## src/rtl/core_phase_ctrl_pkg.sv

```systemverilog
`default_nettype none
// ============================================================================
//  Module      : core_phase_ctrl_pkg
//  Description : State encoding, phase vector type and phase decode helper
//                shared by the RockWave phase sequencer.
//  Revision    : 1.0  initial release
// ============================================================================
package core_phase_ctrl_pkg;

    typedef enum logic [2:0] {
        ST_IDLE      = 3'd0,
        ST_FETCH     = 3'd1,
        ST_DECODE    = 3'd2,
        ST_EXECUTE   = 3'd3,
        ST_MEMORY    = 3'd4,
        ST_WRITEBACK = 3'd5,
        ST_HALT      = 3'd6
    } phase_state_t;

    typedef struct packed {
        logic fetch;
        logic decode;
        logic execute;
        logic memory;
        logic writeback;
    } phase_vec_t;

    // IDLE and HALT drive no phase at all.
    function automatic phase_vec_t decode_phase(input phase_state_t st);
        phase_vec_t v;
        v = '0;
        case (st)
            ST_FETCH:     v.fetch     = 1'b1;
            ST_DECODE:    v.decode    = 1'b1;
            ST_EXECUTE:   v.execute   = 1'b1;
            ST_MEMORY:    v.memory    = 1'b1;
            ST_WRITEBACK: v.writeback = 1'b1;
            default:      v = '0;
        endcase
        return v;
    endfunction

endpackage
`default_nettype wire

```

## src/rtl/core_perf_counter.sv

```systemverilog
`default_nettype none
// ============================================================================
//  Module      : core_perf_counter
//  Description : Free-running wrap-around event counter with synchronous clear.
//  Revision    : 1.0  initial release
// ============================================================================
module core_perf_counter #(
    parameter int WIDTH = 64
) (
    input  logic             clk,
    input  logic             clear,
    input  logic             inc,
    output logic [WIDTH-1:0] count
);

    logic [WIDTH-1:0] r_count;

    always_ff @(posedge clk) begin
        if (clear) begin
            r_count <= '0;
        end else if (inc) begin
            r_count <= r_count + WIDTH'(1);
        end
    end

    assign count = r_count;

endmodule
`default_nettype wire

```

## src/rtl/core_phase_ctrl.sv

```systemverilog
`default_nettype none
// ============================================================================
//  Module      : core_phase_ctrl
//  Description : Multi-cycle F/D/E/M/W phase sequencer with per-stage stall
//                hold, writeback commit strobe and debug halt at instruction
//                boundaries. Optional perf counters under CORE_PERF_COUNT_EN.
//  Revision    : 1.0  initial release
// ============================================================================
module core_phase_ctrl
    import core_phase_ctrl_pkg::*;
#(
    parameter int RESET_IDLE_CYCLES = 2,
    parameter int CNT_W             = 64
) (
    input  logic clk,
    input  logic reset,
    input  logic stall_fetch,
    input  logic stall_decode,
    input  logic stall_execute,
    input  logic stall_memory,
    input  logic stall_writeback,
    input  logic halt_req,
    output logic phase_fetch,
    output logic phase_decode,
    output logic phase_execute,
    output logic phase_memory,
    output logic phase_writeback,
    output logic commit,
    output logic halted
`ifdef CORE_PERF_COUNT_EN
    ,
    output logic [CNT_W-1:0] cycle_cnt,
    output logic [CNT_W-1:0] instret_cnt
`endif
);

    localparam logic [3:0] c_idle_load = 4'(RESET_IDLE_CYCLES - 1);

    if (RESET_IDLE_CYCLES < 1 || RESET_IDLE_CYCLES > 15) begin : g_bad_idle_cycles
        $error("core_phase_ctrl: RESET_IDLE_CYCLES must be 1..15");
    end
    if (CNT_W < 1) begin : g_bad_cnt_w
        $error("core_phase_ctrl: CNT_W must be at least 1");
    end

    phase_state_t r_state;
    phase_state_t w_next_state;
    logic [3:0]   r_idle_cnt;
    phase_vec_t   r_phase;
    logic         r_halted;

    always_comb begin
        w_next_state = r_state;
        case (r_state)
            ST_IDLE:      if (r_idle_cnt == 4'd0) w_next_state = ST_FETCH;
            ST_FETCH:     if (!stall_fetch)       w_next_state = ST_DECODE;
            ST_DECODE:    if (!stall_decode)      w_next_state = ST_EXECUTE;
            ST_EXECUTE:   if (!stall_execute)     w_next_state = ST_MEMORY;
            ST_MEMORY:    if (!stall_memory)      w_next_state = ST_WRITEBACK;
            // halt_req is only sampled here so an instruction always completes.
            ST_WRITEBACK: if (!stall_writeback)   w_next_state = halt_req ? ST_HALT : ST_FETCH;
            ST_HALT:      if (!halt_req)          w_next_state = ST_FETCH;
            default:                              w_next_state = ST_IDLE;
        endcase
    end

    // Phase flags are registered from the next state so each output is a
    // flop and cannot glitch on state-bit decode.
    always_ff @(posedge clk) begin
        if (reset) begin
            r_state    <= ST_IDLE;
            r_idle_cnt <= c_idle_load;
            r_phase    <= '0;
            r_halted   <= 1'b0;
        end else begin
            r_state  <= w_next_state;
            r_phase  <= decode_phase(w_next_state);
            r_halted <= (w_next_state == ST_HALT);
            if (r_state == ST_IDLE && r_idle_cnt != 4'd0) begin
                r_idle_cnt <= r_idle_cnt - 4'd1;
            end
        end
    end

    assign phase_fetch     = r_phase.fetch;
    assign phase_decode    = r_phase.decode;
    assign phase_execute   = r_phase.execute;
    assign phase_memory    = r_phase.memory;
    assign phase_writeback = r_phase.writeback;
    assign halted          = r_halted;
    assign commit          = r_phase.writeback & ~stall_writeback;

`ifdef CORE_PERF_COUNT_EN
    core_perf_counter #(.WIDTH(CNT_W)) u_cycle_cnt (
        .clk   (clk),
        .clear (reset),
        .inc   (1'b1),
        .count (cycle_cnt)
    );

    core_perf_counter #(.WIDTH(CNT_W)) u_instret_cnt (
        .clk   (clk),
        .clear (reset),
        .inc   (commit),
        .count (instret_cnt)
    );
`endif

endmodule
`default_nettype wire

```

## config.mk

```make
export PLATFORM = sky130hd
export DESIGN_NAME = core_phase_ctrl
export DESIGN_NICKNAME = d
export VERILOG_FILES = /design/src/rtl/core_phase_ctrl_pkg.sv /design/src/rtl/core_perf_counter.sv /design/src/rtl/core_phase_ctrl.sv
export SDC_FILE = /design/constraint.sdc
export NUM_CORES = 1
export LEC_CHECK = 0
export CORE_MARGIN = 10
export CORE_UTILIZATION = 40
export CTS_CLUSTER_DIAMETER = 200
export CTS_CLUSTER_SIZE = 20
export DETAILED_ROUTE_END_ITERATION = 12
export MAX_ROUTING_LAYER = met4
export PLACE_DENSITY = 0.73
export SYNTH_ARGS = -nofsm -noshare
export SYNTH_HDL_FRONTEND = slang
export SYNTH_HIERARCHICAL = 1
export SYNTH_SLANG_ARGS = --single-unit
```

## constraint.sdc

```tcl
create_clock -name clk -period 1.7 [get_ports clk]
set_input_delay 0.17 -clock clk [delete_from_list [all_inputs] [get_ports clk]]
set_output_delay 0.17 -clock clk [all_outputs]
set_load 0.1 [all_outputs]
```

; ---- Word-level counts from Yosys, hierarchy flattened
; Cells that the tools add are included.
[word_totals]
regBits = 13
input_bits = 8
out_inout_bits = 7
elab_cells = 41
[classes]
add_sub_neg = 1
n_eq_ne = 12
mux = 14
bitwise = 2
n_reduce_logical = 4
[op_table]
columns = op, count
row1 = $mux W3, 8
row2 = $pmux W3 S7, 1
row3 = $eq A3 B3 Y1 const B, 6
row4 = $eq A3 B2 Y1 const B, 4
row5 = $eq A3 B1 Y1 const B, 2
row6 = $mux W1, 5
row7 = $logic_not A4 Y1, 1
row8 = $reduce_bool A4 Y1, 1
row9 = $sub A4 B1 Y4 const B, 1
row10 = $logic_not A3 Y1, 1
row11 = $and A1 B1 Y1, 1
row12 = $logic_and A1 B1 Y1, 1
row13 = $not A1 Y1, 1

; ---- Longest topological paths before layout
[depth]
depth_word = 5
ltp_mapped = 6
mapped_depth_nobuf = 6

; ---- Least setup slack after synthesis
; Ideal clock, no wire load.
[synth_path]
kind = register -> output
startpoint = register r_phase (netlist bit phase_writeback)
endpoint = output commit
arrival_time_ns = 2.375
setup_slack_ns = -0.845
path_stages_with_launch = 2
n_path_buf = 0
path_cell_list = dfxtp_1 > nor2b_1
[synth_between]
elab_chain_len = 1
[synth_rtl]
columns = element, line_no
row1 = from (decl), core_phase_ctrl.sv:49  ; phase_vec_t r_phase;
row2 = from (signal assigned), core_phase_ctrl.sv:77  ; r_phase <= decode_phase(w_next_state);
row3 = $and A1 B1 Y1, core_phase_ctrl.sv:91  ; assign commit = r_phase.writeback & ~stall_writeback;
row4 = to (decl), core_phase_ctrl.sv:28  ; output logic commit,
; Every way passes these cells.

; ---- Worst setup path after layout
[layout_path]
startpoint = register r_idle_cnt[1]
endpoint = register r_phase (netlist bit phase_writeback)
[layout_between]
elab_chain_len = 5
[layout_rtl]
columns = element, line_no
row1 = from (decl), core_phase_ctrl.sv:48  ; logic [3:0] r_idle_cnt;
row2 = from (signal assigned), core_phase_ctrl.sv:72  ; r_idle_cnt <= c_idle_load;
row3 = from (signal assigned), core_phase_ctrl.sv:80  ; r_idle_cnt <= r_idle_cnt - 4'd1;
row4 = $logic_not A4 Y1, core_phase_ctrl.sv:55  ; ST_IDLE: if (r_idle_cnt == 4'd0) w_next_state = ST_FETCH;
row5 = $mux W3, core_phase_ctrl.sv:55
row6 = $pmux W3 S7, core_phase_ctrl.sv:54  ; case (r_state)
row7 = $eq A3 B3 Y1, core_phase_ctrl_pkg.sv:32  ; case (st)
row8 = $mux W1, core_phase_ctrl_pkg.sv:32
; Every way passes these cells.
; A chain may end at the register's enable or synchronous reset.

==> results.sh <==
export IMPL_status="completed"
export IMPL_synth_seq_cells=13
export IMPL_slowest_delay_ps=390
export IMPL_dieArea_um2=3520
export IMPL_wl_per_cell_um=13.6
export IMPL_dp_cells=99
export IMPL_die_h_um=59.3
export IMPL_r2r_start="r_idle_cnt[1]$_SDFFE_PP0P_"
export IMPL_vias=544
export IMPL_syn_num_nets=72
export IMPL_num_io_pins=15
export IMPL_grt_pass1_wl_um=2380
export IMPL_multi_input_area_um2=372
export IMPL_dr_pass1_iters=1
export IMPL_dp_hpwl_um=1050
export IMPL_syn_area_um2=618
export IMPL_clockRootBuffer="clkbuf_4"
export IMPL_drc=0
export IMPL_cts_clk_slew_worst_paths_ps=80
export IMPL_synth_ff_type="dfxtp_1"
export IMPL_cts_sinks=13
export IMPL_synth_edf_count=0
export IMPL_nNetsFinal=99
export IMPL_worst_path_max_delay_cell="or3b_4"
export IMPL_finClkSkew_ps=5.08
export IMPL_syn_area_per_cell_um2=9.81
export IMPL_antennaDiodeCount=0
export IMPL_worstPathRequired_ps=1860
export IMPL_totalWireLength_um=1430
export IMPL_hold_viol=0
export IMPL_seqCellArea_um2=264
export IMPL_yosys_cell_types_count=30
export IMPL_crit_chain="inv_2 -> ha_4 -> or3b_4 -> mux2i_4 -> o311ai_4 -> nor4b_2"
export IMPL_min_period_over_period=0.993
export IMPL_ant_nets=0
export IMPL_cts_buffer_depth=2
export IMPL_cp_num_buf_inv=1
export IMPL_rows=14
export IMPL_clock_latency_ps=270
export IMPL_tns_ps=0
export IMPL_cp_arrival_ps=1850
export IMPL_drive_above_1_share=0.382
export IMPL_numPortBuffers=14
export IMPL_hold_depth=2
export IMPL_leakagePower_nw=0.363
export IMPL_maxCapViolCount=0
export IMPL_area_growth_pct=46.2
export IMPL_peakVddDrop_mv=0.755
export IMPL_synth_cells=63
export IMPL_cts_buffers=3
export IMPL_grt_pass1_vias=538
export IMPL_nFillCells=138
export IMPL_post_place_ws_ps=-72.8
export IMPL_worstHoldStart="r_idle_cnt[3]$_SDFFE_PP0P_"
export IMPL_worstMarginPinSlew_ps=392
export IMPL_gp_congestion=0.703
export IMPL_fmax_mhz=592
export IMPL_p_per_area_nw_per_um2=1520
export IMPL_synthArstFlopShare=0
export IMPL_rsz0062_at_grt="yes"
export IMPL_fp_coreArea_um2=1490
export IMPL_viasPerCell=5.18
export IMPL_first_iter_violations=0
export IMPL_path_max_fanout=6
export IMPL_end_kind="register"
export IMPL_crit_family="simple AND/OR/NAND/NOR gates"
export IMPL_rr_endpoint="phase_writeback$_SDFF_PP0_"
export IMPL_worst_slack_ps=12.1
export IMPL_reg2reg_slack_ps=10
export IMPL_final_util=0.607
export IMPL_period_needed_ps=1690
export IMPL_critPathKind="reg2reg"
export IMPL_r2r_cells=6
export IMPL_grt_max_degree=10
export IMPL_antenna_found_initial=0
export IMPL_min_to="r_idle_cnt[3]$_SDFFE_PP0P_"
export IMPL_track_usage=0.0888
export IMPL_worstHoldPathType="reg2reg"
export IMPL_yosys_warnings=6
export IMPL_max_slew_margin_rel=0.738
export IMPL_synth_seq_area_share=0.421
export IMPL_drv_slew=0
export IMPL_htreeDepth=1
export IMPL_tritoncts="built"
export IMPL_overflow=0
export IMPL_start_util=0.415
export IMPL_fin_cells=105
export IMPL_crit_path_start_kind="register"
export IMPL_die_width_um=59.3
export IMPL_setup_violations=0
[report_power, final]
part           internal (mW)  total (mW)  switching [mW]
logic                  0.341       0.726           0.385
clock network         0.0908       0.184          0.0932
registers              0.387       0.459          0.0727
[flip-flops by register name, indices dropped and copies added (netlist names)]
signal           flops
halted               1
phase_fetch          1
r_idle_cnt           4
phase_writeback      1
r_state              3
phase_decode         1
phase_memory         1
phase_execute        1
[logic make-up (layout without fill, tap and decap cells)]
group,Yosys count,after routing,synth area share
AOI/OAI and AO/OA,6,6,0.0951
DFF,13,13,0.421
muxes,1,1,0.0162
buffers and inverters,5,31,0.0506
and+or+nand+nor,34,34,0.354
adders and majority gates,1,1,0.0202
xor gates and xnor gates,3,3,0.0425
[cells in the final DEF (no fill, tap or decap), drive strengths merged, types with 2 or more instances in the layout]
| master | n |
|---|---|
| buf | 17 |
| clkbuf | 4 |
| clkdlybuf4s50 | 7 |
| dfxtp | 13 |
| inv | 3 |
| nand2b | 2 |
| nand3 | 4 |
| nor2 | 7 |
| nor2b | 4 |
| nor3 | 4 |
| nor4b | 2 |
| o311ai | 2 |
| or3b | 2 |
| xor2 | 2 |
[how the worst max path moves through the flow]
stage                                  to                  startpoint  cells past startpoint  slack, ps
2_1_floorplan  phase_writeback$_SDFF_PP0_  r_idle_cnt[0]$_SDFFE_PP1P_                      6        160
3_3_place_gp       phase_fetch$_SDFF_PP0_                    halt_req                      5         30
3_5_place_dp   phase_writeback$_SDFF_PP0_                    halt_req                      5        -70
4_1_cts        phase_writeback$_SDFF_PP0_  r_idle_cnt[0]$_SDFFE_PP1P_                      6          7
5_1_grt        phase_writeback$_SDFF_PP0_  r_idle_cnt[1]$_SDFFE_PP0P_                      6        -80
6_report       phase_writeback$_SDFF_PP0_  r_idle_cnt[1]$_SDFFE_PP0P_                      6         10
[synth_stat cells (2+ instances only)]
library cell | instances | area, um2
or3b_1 | 2 | 17.5
o311ai_2 | 2 | 32.5
inv_1 | 3 | 11.3
nor3_1 | 4 | 20.0
nand2b_1 | 2 | 12.5
xor2_1 | 2 | 17.5
nand3_1 | 4 | 20.0
nor4b_2 | 2 | 30.0
nor2b_1 | 3 | 18.8
nor2_1 | 7 | 26.3
dfxtp_1 | 13 | 260
[tightest hold or removal path, delay by kind of cell (launching register included)]
| family | cells | cell delay [ps] |
|---|---|---|
| AND/OR/NAND/NOR | 1 | 70 |
| XOR/XNOR | 1 | 70 |
| flip-flops | 1 | 350 |
[repair_timing]
| item | CTS | global route |
|---|---|---|
| hold buffers | 0 | 0 |
| resized for setup | 9 | 1 |
| pin swaps | 3 | 2 |
| setup endpoints to repair | 2 | 4 |
| setup buffers | 2 | 0 |
[metal layers]
layer  vias up  share of wire  GRT usage
met2        12           0.51      0.155
met5         -              0          -
met1       255           0.42     0.0866
met3         0          0.074     0.0494
met4         0              0    0.00984
li1        277              -          -
[metrics by stage]
step                instance area, um2  hold slack (ps)  power [mW]
finish                             903              520        1.37
floorplan                          627              365       0.888
global route                       903              561        1.48
global placement                   822              495        1.04
CTS                                903              533        1.37
detailed placement                 822              503        1.06
[layout make-up]
cell class,instances,share of cell area
multi-input combinational,45,0.411
sequential,13,0.292
timing repair buffer,24,0.233
clock buffer,4,0.0291
tap,16,0.0222
inverter,3,0.0125
Note: power is estimated with default switching activity, not from simulation.
